## src/rtl/aes_pkg.sv

```systemverilog
`default_nettype none
// ============================================================================
//  Module  : aes_pkg
//  Brief   : Shared constants, FSM state type and key sizing helper for the
//            AES byte loader.
//  Rev     : 1.0  initial release
// ============================================================================
package aes_pkg;

    // AES state is always four 32-bit columns
    localparam int NB          = 4;
    localparam int BLOCK_W     = 32 * NB;
    localparam int BLOCK_BYTES = BLOCK_W / 8;

    typedef enum logic [1:0] {
        ST_NOKEY = 2'd0,
        ST_IDLE  = 2'd1,
        ST_FILL  = 2'd2,
        ST_FULL  = 2'd3
    } state_e;

    // Number of serial bytes that make up a key of nk 32-bit words
    function automatic int key_bytes(input int nk);
        return 4 * nk;
    endfunction

endpackage
`default_nettype wire

```

## src/rtl/aes_byte_shifter.sv

```systemverilog
`default_nettype none
// ============================================================================
//  Module  : aes_byte_shifter
//  Brief   : Left-shifting byte assembly register with a byte counter.
//            done_o flags the enabled byte that completes COUNT bytes; the
//            counter wraps to zero on that byte. clr_i empties both.
//  Rev     : 1.0  initial release
// ============================================================================
module aes_byte_shifter #(
    parameter  int WIDTH = 128,
    parameter  int COUNT = WIDTH / 8,
    localparam int CW    = (COUNT > 1) ? $clog2(COUNT) : 1
) (
    input  logic             clk,
    input  logic             rst_n,
    input  logic             clr_i,
    input  logic             en_i,
    input  logic [7:0]       byte_i,
    output logic [WIDTH-1:0] data_o,
    output logic [CW-1:0]    cnt_o,
    output logic             done_o
);

    logic [WIDTH-1:0] data_q;
    logic [CW-1:0]    cnt_q;
    logic             last_w;

    assign last_w = (cnt_q == CW'(COUNT - 1));
    assign done_o = en_i && !clr_i && last_w;
    assign data_o = data_q;
    assign cnt_o  = cnt_q;

    // Shift the new byte in at the LSB end and advance the byte counter
    always_ff @(posedge clk or negedge rst_n) begin
        if (!rst_n) begin
            data_q <= '0;
            cnt_q  <= '0;
        end else if (clr_i) begin
            data_q <= '0;
            cnt_q  <= '0;
        end else if (en_i) begin
            data_q <= {data_q[WIDTH-9:0], byte_i};
            cnt_q  <= last_w ? '0 : cnt_q + CW'(1);
        end
    end

endmodule
`default_nettype wire

```

## src/rtl/aes_block_loader.sv

```systemverilog
`default_nettype none
// ============================================================================
//  Module  : aes_block_loader
//  Brief   : Assembles a serial byte stream into an AES cipher key (NK words)
//            and 128-bit plaintext blocks, handing completed blocks to the
//            AES core with a valid/ready handshake.
//            Optional feature macro: AES_LOADER_ECHO_EN (last_byte echo).
//  Rev     : 1.0  initial release
// ============================================================================
module aes_block_loader
    import aes_pkg::*;
#(
    parameter int NK = 6
) (
    input  logic              clk,
    input  logic              rst_n,
    input  logic [7:0]        in_byte,
    input  logic              in_sel,
    input  logic              in_valid,
    output logic              in_ready,
    output logic [32*NK-1:0]  key_out,
    output logic [BLOCK_W-1:0] block_out,
    output logic              out_valid,
    input  logic              out_ready,
    output logic              key_valid,
    output logic [7:0]        last_byte
);

    localparam int KEY_W     = 32 * NK;
    localparam int KEY_BYTES = key_bytes(NK);
    localparam int KCW       = $clog2(KEY_BYTES);
    localparam int DCW       = $clog2(BLOCK_BYTES);

    state_e         state_q, state_d;
    logic           key_valid_q, key_valid_d;
    logic           accept;
    logic           key_en, data_en;
    logic           key_done, data_done;
    logic           key_first;
    logic [KCW-1:0] key_cnt;
    logic [DCW-1:0] data_cnt;
    logic           unused_dcnt;

    assign accept    = in_valid && in_ready;
    assign key_en    = accept && in_sel;
    assign data_en   = accept && !in_sel;
    assign key_first = (key_cnt == '0);
    assign unused_dcnt = ^data_cnt;

    aes_byte_shifter #(
        .WIDTH (KEY_W),
        .COUNT (KEY_BYTES)
    ) u_key_shift (
        .clk    (clk),
        .rst_n  (rst_n),
        .clr_i  (1'b0),
        .en_i   (key_en),
        .byte_i (in_byte),
        .data_o (key_out),
        .cnt_o  (key_cnt),
        .done_o (key_done)
    );

    // Any key byte discards a partially assembled block
    aes_byte_shifter #(
        .WIDTH (BLOCK_W),
        .COUNT (BLOCK_BYTES)
    ) u_blk_shift (
        .clk    (clk),
        .rst_n  (rst_n),
        .clr_i  (key_en),
        .en_i   (data_en),
        .byte_i (in_byte),
        .data_o (block_out),
        .cnt_o  (data_cnt),
        .done_o (data_done)
    );

    // State and key-valid registers
    always_ff @(posedge clk or negedge rst_n) begin
        if (!rst_n) begin
            state_q     <= ST_NOKEY;
            key_valid_q <= 1'b0;
        end else begin
            state_q     <= state_d;
            key_valid_q <= key_valid_d;
        end
    end

    // Next-state logic; the first byte of a new key always drops to NOKEY
    always_comb begin
        state_d     = state_q;
        key_valid_d = key_valid_q;
        case (state_q)
            ST_NOKEY: if (key_done)  state_d = ST_IDLE;
            ST_IDLE:  if (data_en)   state_d = ST_FILL;
            ST_FILL:  if (data_done) state_d = ST_FULL;
            ST_FULL:  if (out_ready) state_d = ST_IDLE;
            default:                 state_d = ST_NOKEY;
        endcase
        if (key_en && key_first) begin
            state_d     = ST_NOKEY;
            key_valid_d = 1'b0;
        end
        if (key_done) begin
            key_valid_d = 1'b1;
        end
    end

    // Handshake outputs decoded from state (and in_sel for in_ready)
    always_comb begin
        in_ready  = 1'b1;
        out_valid = 1'b0;
        case (state_q)
            ST_FULL: begin
                in_ready  = 1'b0;
                out_valid = 1'b1;
            end
            ST_NOKEY: in_ready = in_sel;
            default:  in_ready = 1'b1;
        endcase
    end

    assign key_valid = key_valid_q;

`ifdef AES_LOADER_ECHO_EN
    logic [7:0] last_byte_q;

    // Echo every accepted byte for the display
    always_ff @(posedge clk or negedge rst_n) begin
        if (!rst_n) begin
            last_byte_q <= 8'h00;
        end else if (accept) begin
            last_byte_q <= in_byte;
        end
    end

    assign last_byte = last_byte_q;
`else
    assign last_byte = 8'h00;
`endif

endmodule
`default_nettype wire
```

## config.mk

```make
export PLATFORM = sky130hd
export DESIGN_NAME = aes_block_loader
export DESIGN_NICKNAME = d
export VERILOG_FILES = /design/src/rtl/aes_pkg.sv /design/src/rtl/aes_byte_shifter.sv /design/src/rtl/aes_block_loader.sv
export SDC_FILE = /design/constraint.sdc
export NUM_CORES = 1
export LEC_CHECK = 0
export ABC_CLOCK_PERIOD_IN_PS = 4700
export BUFFER_PORTS_ARGS = -buffer_cell sky130_fd_sc_hd__buf_2
export CORE_MARGIN = 1
export CORE_UTILIZATION = 50
export DETAILED_ROUTE_END_ITERATION = 8
export HOLD_SLACK_MARGIN = 0.02
export PLACE_DENSITY = 0.77
export SLEW_MARGIN = 10
export SYNTH_ARGS = -nofsm -noshare
export SYNTH_HDL_FRONTEND = slang
export SYNTH_SLANG_ARGS = --single-unit
```

## constraint.sdc

```tcl
create_clock -name clk -period 4.7 [get_ports clk]
set_input_delay 0.94 -clock clk [delete_from_list [all_inputs] [get_ports clk]]
set_output_delay 0.94 -clock clk [all_outputs]
set_load 0.01 [all_outputs]
```

Word level (Yosys, flattened, before mapping)
Cells that the tools add are included.
- register bits: 332
- input port bits: 13
- output and inout bits: 331
- word-level logic and storage cells: 47
- $add $sub $neg: 2
- equal/unequal tests: 9
- muxes and demuxes: 16
- reductions and logical operators: 14
- operators by type and width (cell ; count):
    $mux W128 ; 2
    $mux W4 ; 3
    $mux W2 ; 5
    $ne A3 B3 Y1 const B ; 3
    $pmux W2 S4 ; 1
    $logic_and A1 B1 Y1 ; 7
    $add A5 B1 Y5 const B ; 1
    $eq A5 B5 Y1 const B ; 1
    $logic_not A5 Y1 ; 1
    $mux W5 ; 1
    $add A4 B1 Y4 const B ; 1
    $eq A2 B2 Y1 const B ; 2
    $eq A4 B4 Y1 const B ; 1
    $reduce_and A4 Y1 ; 1
    $reduce_bool A2 Y1 ; 2
    $mux W1 ; 3
    $ne A3 B2 Y1 const B ; 1
    $eq A2 B1 Y1 const B ; 1
    $logic_not A1 Y1 ; 2
    $logic_not A2 Y1 ; 1
    $pmux W1 S2 ; 1

Depth between registers and ports, before layout
- word-level depth: 10
- depth in mapped cells: 9
- mapped depth without buffers: 6

Modules after synthesis
Synthesis repeated with hierarchy kept, for this count alone.
- cells, all modules: 1116
- area, all modules: 13780.7 sq um
- by module, submodules not included (module ; instances ; cells each ; area an instance (sq um) ; seq. area each (sq um)):
    aes_byte_shifter at u_key_shift ; 1 ; 643 ; 8013.9 ; 4929.7
    aes_byte_shifter at u_blk_shift ; 1 ; 435 ; 5407.7 ; 3303.2
    aes_block_loader ; 1 ; 38 ; 359.1 ; 75.1

Worst setup path before layout
OpenSTA, ideal clock, no wires.
- kind: input to output
- start: input in_sel
- end: output in_ready
- arrival: 1525 ps
- required time: 3760 ps
- setup slack: 2235 ps
- cell stages on the path: 3
- buffers on the path: 1
- path through: buf_6 > and2_2 > or2_2
- word-level cells in the longest chain between the ends: 1
- RTL lines (element ; line ; text):
    start, declared ; aes_block_loader.sv:18 ; input logic in_sel,
    $pmux W1 S2 ; aes_block_loader.sv:114 ; case (state_q)
    end, declared ; aes_block_loader.sv:20 ; output logic in_ready,
Every way passes these cells.

Worst setup path in the final report
- start: register state_q[0]
- end: output in_ready
- word-level cells in the longest chain between the ends: 2
- elaborated cells between the ends (all ways): 3
- those cells by class: 1 x eq/ne; 1 x mux; 1 x reduce/logical
- RTL lines (element ; line ; text):
    start, declared ; aes_block_loader.sv:34 ; state_e state_q, state_d;
    start signal, assigned ; aes_block_loader.sv:85 ; state_q <= state_d;
    $eq A2 B2 Y1 / $logic_not A2 Y1 (equally long branches) ; aes_block_loader.sv:114 ;
    $pmux W1 S2 (*) ; aes_block_loader.sv:114 ;
Mark *: on every way between the ends. The rest lies on a longest branch, timed or not.

==> results by group <==
Logic synthesis
  • Main combinational cell family by area after synthesis: simple AND/OR/NAND/NOR gates
  • Post-synthesis mux area share: 0.171%
  • Post-Synth Simple-Gate Area: a little under a fifth
  • Compound-Gate Fraction of Synth Area: under 10%
  • Cells after Synth: ~1200
  • Mapped Avg Cell Area: about 10 µm²
  • Most frequent cell after synthesis: nand2_1
  • Post-synth EDFFs: 0
  • Synth area leader: dfrtp_1
  • Post-synth ARST share: 100%
  • Synth top area cells: dfrtp_1 (67%), nand2_1 (18%), a22o_1 (9.1%)
  • Post-synthesis sequential area ratio: 66.9%
  • Post-synthesis cell type count: 31
  • Synth Flop Type: dfrtp_1
  • Xor/xnor share of the synthesized area: 0.212%
  • Commonest cells post-synth: nand2_1 (584), dfrtp_1 (332), a22o_1 (129)
  • FF+latch count, synth: 332
  • Share of the synthesized area in the top cell type: 66.9%
  • Mapped Area: 0.0124 mm²
  • Fraction of the mapped netlist area in adder cells: less than 1%
  • YS warnings: 0

Hold path
  • WHS Endpoint: u_key_shift.data_o[184]
  • Hold Crit Start: u_key_shift.data_o[184]
  • Hold path depth: 2
  • Hold Path Class: reg2reg

Worst setup path
  • CP endpoint kind: primary output
  • Slowest Stage Delay on Critical Path: 0.43 ns
  • Slowest CP cell: dfrtp_1
  • R2r startpoint: state_q[0]
  • R2R Setup Slk: 1.90 ns
  • CP Data Required Time: 3.76 ns
  • Max FO, Critical Path: 6
  • Crit path DAT: 1.97 ns
  • Setup CP Type: reg2out
  • Critical Path Start Type: flip-flop
  • Worst Reg-to-Reg Cells: 7
  • RR Endpoint: u_key_shift.cnt_o[0]
  • Crit-path cells: inv_1 -> ha_1 -> and2_2 -> or2_2 -> buf_2

Clocking
  • Hold_buf cts: 0
  • H-tree Lvls: 2
  • Clock buffer depth: 3
  • CTS buffer count: 35
  • TritonCTS clock tree: done
  • Resize count post-CTS: 0
  • Clk_lat worst skew: 0.50 ns
  • Clk Tree Root Cell: clkbuf_16
  • Clk sinks: 332
  • Post-CTS Setup Bufs: 0
  • CTS clk-pin slew, worst paths: 0.06 ns

Route
  • Initial DRC count: 728
  • Drt total wl: 29.4 mm
  • Remaining routing DRC violations: 0
  • Routed Antenna Nets: 0
  • Routed WL per cell: between 15 and 20 µm
  • DR vias/cell: between 5 and 6
  • Vias post-DR: 9485
  • First-pass detailed-route iteration total: 7

Placement
  • DP Wirelength: 19.2 mm
  • Placed instance area: 0.0144 mm²
  • Port buffer count: 335
  • RD Place Congestion: slightly below 0.8

Floorplan
  • Initial core utilization: around 51%
  • Die Area: 0.0255 mm²
  • Cell row count: 57
  • Die W: approximately 160 µm
  • Core area: 0.0243 mm²
  • Height of the die: 160 µm
  • Boundary Pins: between 300 and 400

STA
  • Fin crit share: around three fifths
  • Fin crit period: roughly 2.9 ns
  • # setup viols final: 0
  • Final Hold Fails: 0
  • Fin. max-slew vios: 0
  • Slew headroom: between 30% and 40%
  • Clock Skews: between 0.01 and 0.015 ns
  • Setup TNS: 0 ns
  • Peak Freq: 0.344 GHz
  • RSZ-0062 raised after global routing: false
  • Worst slew pin tran: roughly 0.96 ns

Power
  • Clock power share: between 30 and 40%
  • Sw power: around 2.9 mW
  • Leak Pwr: 9.25 nW
  • VDD IR max: 423 µV
  • Comb pwr share: 24.3%
  • Sequential Power Share: 45.1%
  • Pwr Total: 8.64 mW
  • Power per cell area: 558 mW/mm²
  • Switch share: approximately 33%
  • Power Internal: 5.78 mW

Global route
  • Largest net degree at the start of global routing: 123
  • Gr ovfl total: 0
  • Gr usage total: 23.3%
  • Initial antenna violation count: 0
  • Number of global-route vias before repair: 9071
  • First-pass GRT wire length: 48.2 mm

Run
  • Max cap viols: 0

Layout
  • Area grow syn2layout: 24.7%
  • Ant diodes: 0
  • Final Instance Area: 0.0155 mm²
  • Fill cells: 1954
  • Share of layout cells above drive strength 1: between 20% and 30%
  • Nets: 1514

Outcome
  • Status: completed
==> state kept, by name, indices dropped and copies added, names as in the netlist <==
register	cells
u_key_shift.cnt_o	5
key_valid	1
state_q	2
u_blk_shift.cnt_o	4
u_blk_shift.data_o	128
u_key_shift.data_o	192
==> worst max path at each step <==
stage	from	end	slack, ns	cells after the start
6_report	state_q[0]	in_ready	1.79	5
5_1_grt	state_q[0]	in_ready	1.69	5
4_1_cts	state_q[0]	in_ready	1.78	5
3_5_place_dp	in_sel	u_key_shift.cnt_o[0]	1.84	6
3_3_place_gp	in_valid	u_key_shift.cnt_o[0]	1.87	6
2_1_floorplan	in_sel	in_ready	2.24	3
==> cells in the final DEF (no fill, tap or decap), types with 2 or more instances in the layout <==
cell type	instances
clkbuf_1	9
buf_2	334
clkinv_2	3
clkbuf_8	7
nor2_1	5
or2_2	2
xnor2_1	2
buf_12	7
dfrtp_1	332
clkbuf_16	37
a22o_1	129
ha_1	8
buf_4	5
conb_1	8
nand4b_1	2
and3_1	2
inv_1	5
nand3_1	3
o21ai_0	7
a21o_1	3
nand2_1	584
nand4_1	3
==> routing by layer <==
| layer | wire (µm) | part of all wire, % | track usage (%) |
|---|---|---|---|
| met1 | 12200 | 41 | 31.1 |
| met5 | 0 | 0 | 0 |
| met3 | 2360 | 8.0 | 6.56 |
| met2 | 14100 | 48 | 37.3 |
| met4 | 700 | 2.4 | 6.91 |
==> cells by family (layout without fill, tap and decap cells) <==
family,after synthesis,in the layout
AO/OA/AOI/OAI,142,142
AND/OR/NAND/NOR,609,609
flip-flops,332,332
buffers and inverters,86,410
XOR/XNOR,3,3
adder cells (fa/ha/maj),8,8
other,1,8
multiplexers,2,2
==> layout make-up <==
class / instances / area [µm²] / area share (%)
Inverter: 5 / 18.8 / 0.121
Sequential cell: 332 / 8310 / 53.6
Multi-Input combinational cell: 772 / 3780 / 24.4
Timing Repair Buffer: 347 / 1860 / 12.0
Tap cell: 324 / 405 / 2.62
Clock buffer: 53 / 1060 / 6.82
Clock inverter: 5 / 53.8 / 0.347
==> critical path: cells and delay by family, from the launching register on <==
| family | cells | cell delay [ns] |
|---|---|---|
| and+or+nand+nor | 2 | 0.49 |
| buffers and inverters | 2 | 0.25 |
| adders and majority gates | 1 | 0.30 |
| DFF | 1 | 0.43 |
==> power groups by stage <==
stage | Clock, mW | Combinational (mW) | Sequential [mW]
3_3_place_gp | 0 | 2.06 | 3.91
6_report | 2.65 | 2.10 | 3.90
5_1_grt | 2.84 | 2.32 | 3.99
4_1_cts | 2.72 | 2.12 | 3.90
2_1_floorplan | 0 | 0.953 | 4.11
3_5_place_dp | 0 | 2.11 | 3.93
==> metrics by stage <==
stage               cells  hold WS, ns  worst slack, ns  utilization, %
global placement     1780        0.452             1.87            59.1
detailed placement   1780        0.457             1.84            59.1
floorplan            1190        0.451             2.24               -
finish               1838        0.476             1.79            63.7
CTS                  1838        0.477             1.78            63.7
global route         1838        0.500             1.69            63.7
(Power assumes the default switching activity.)
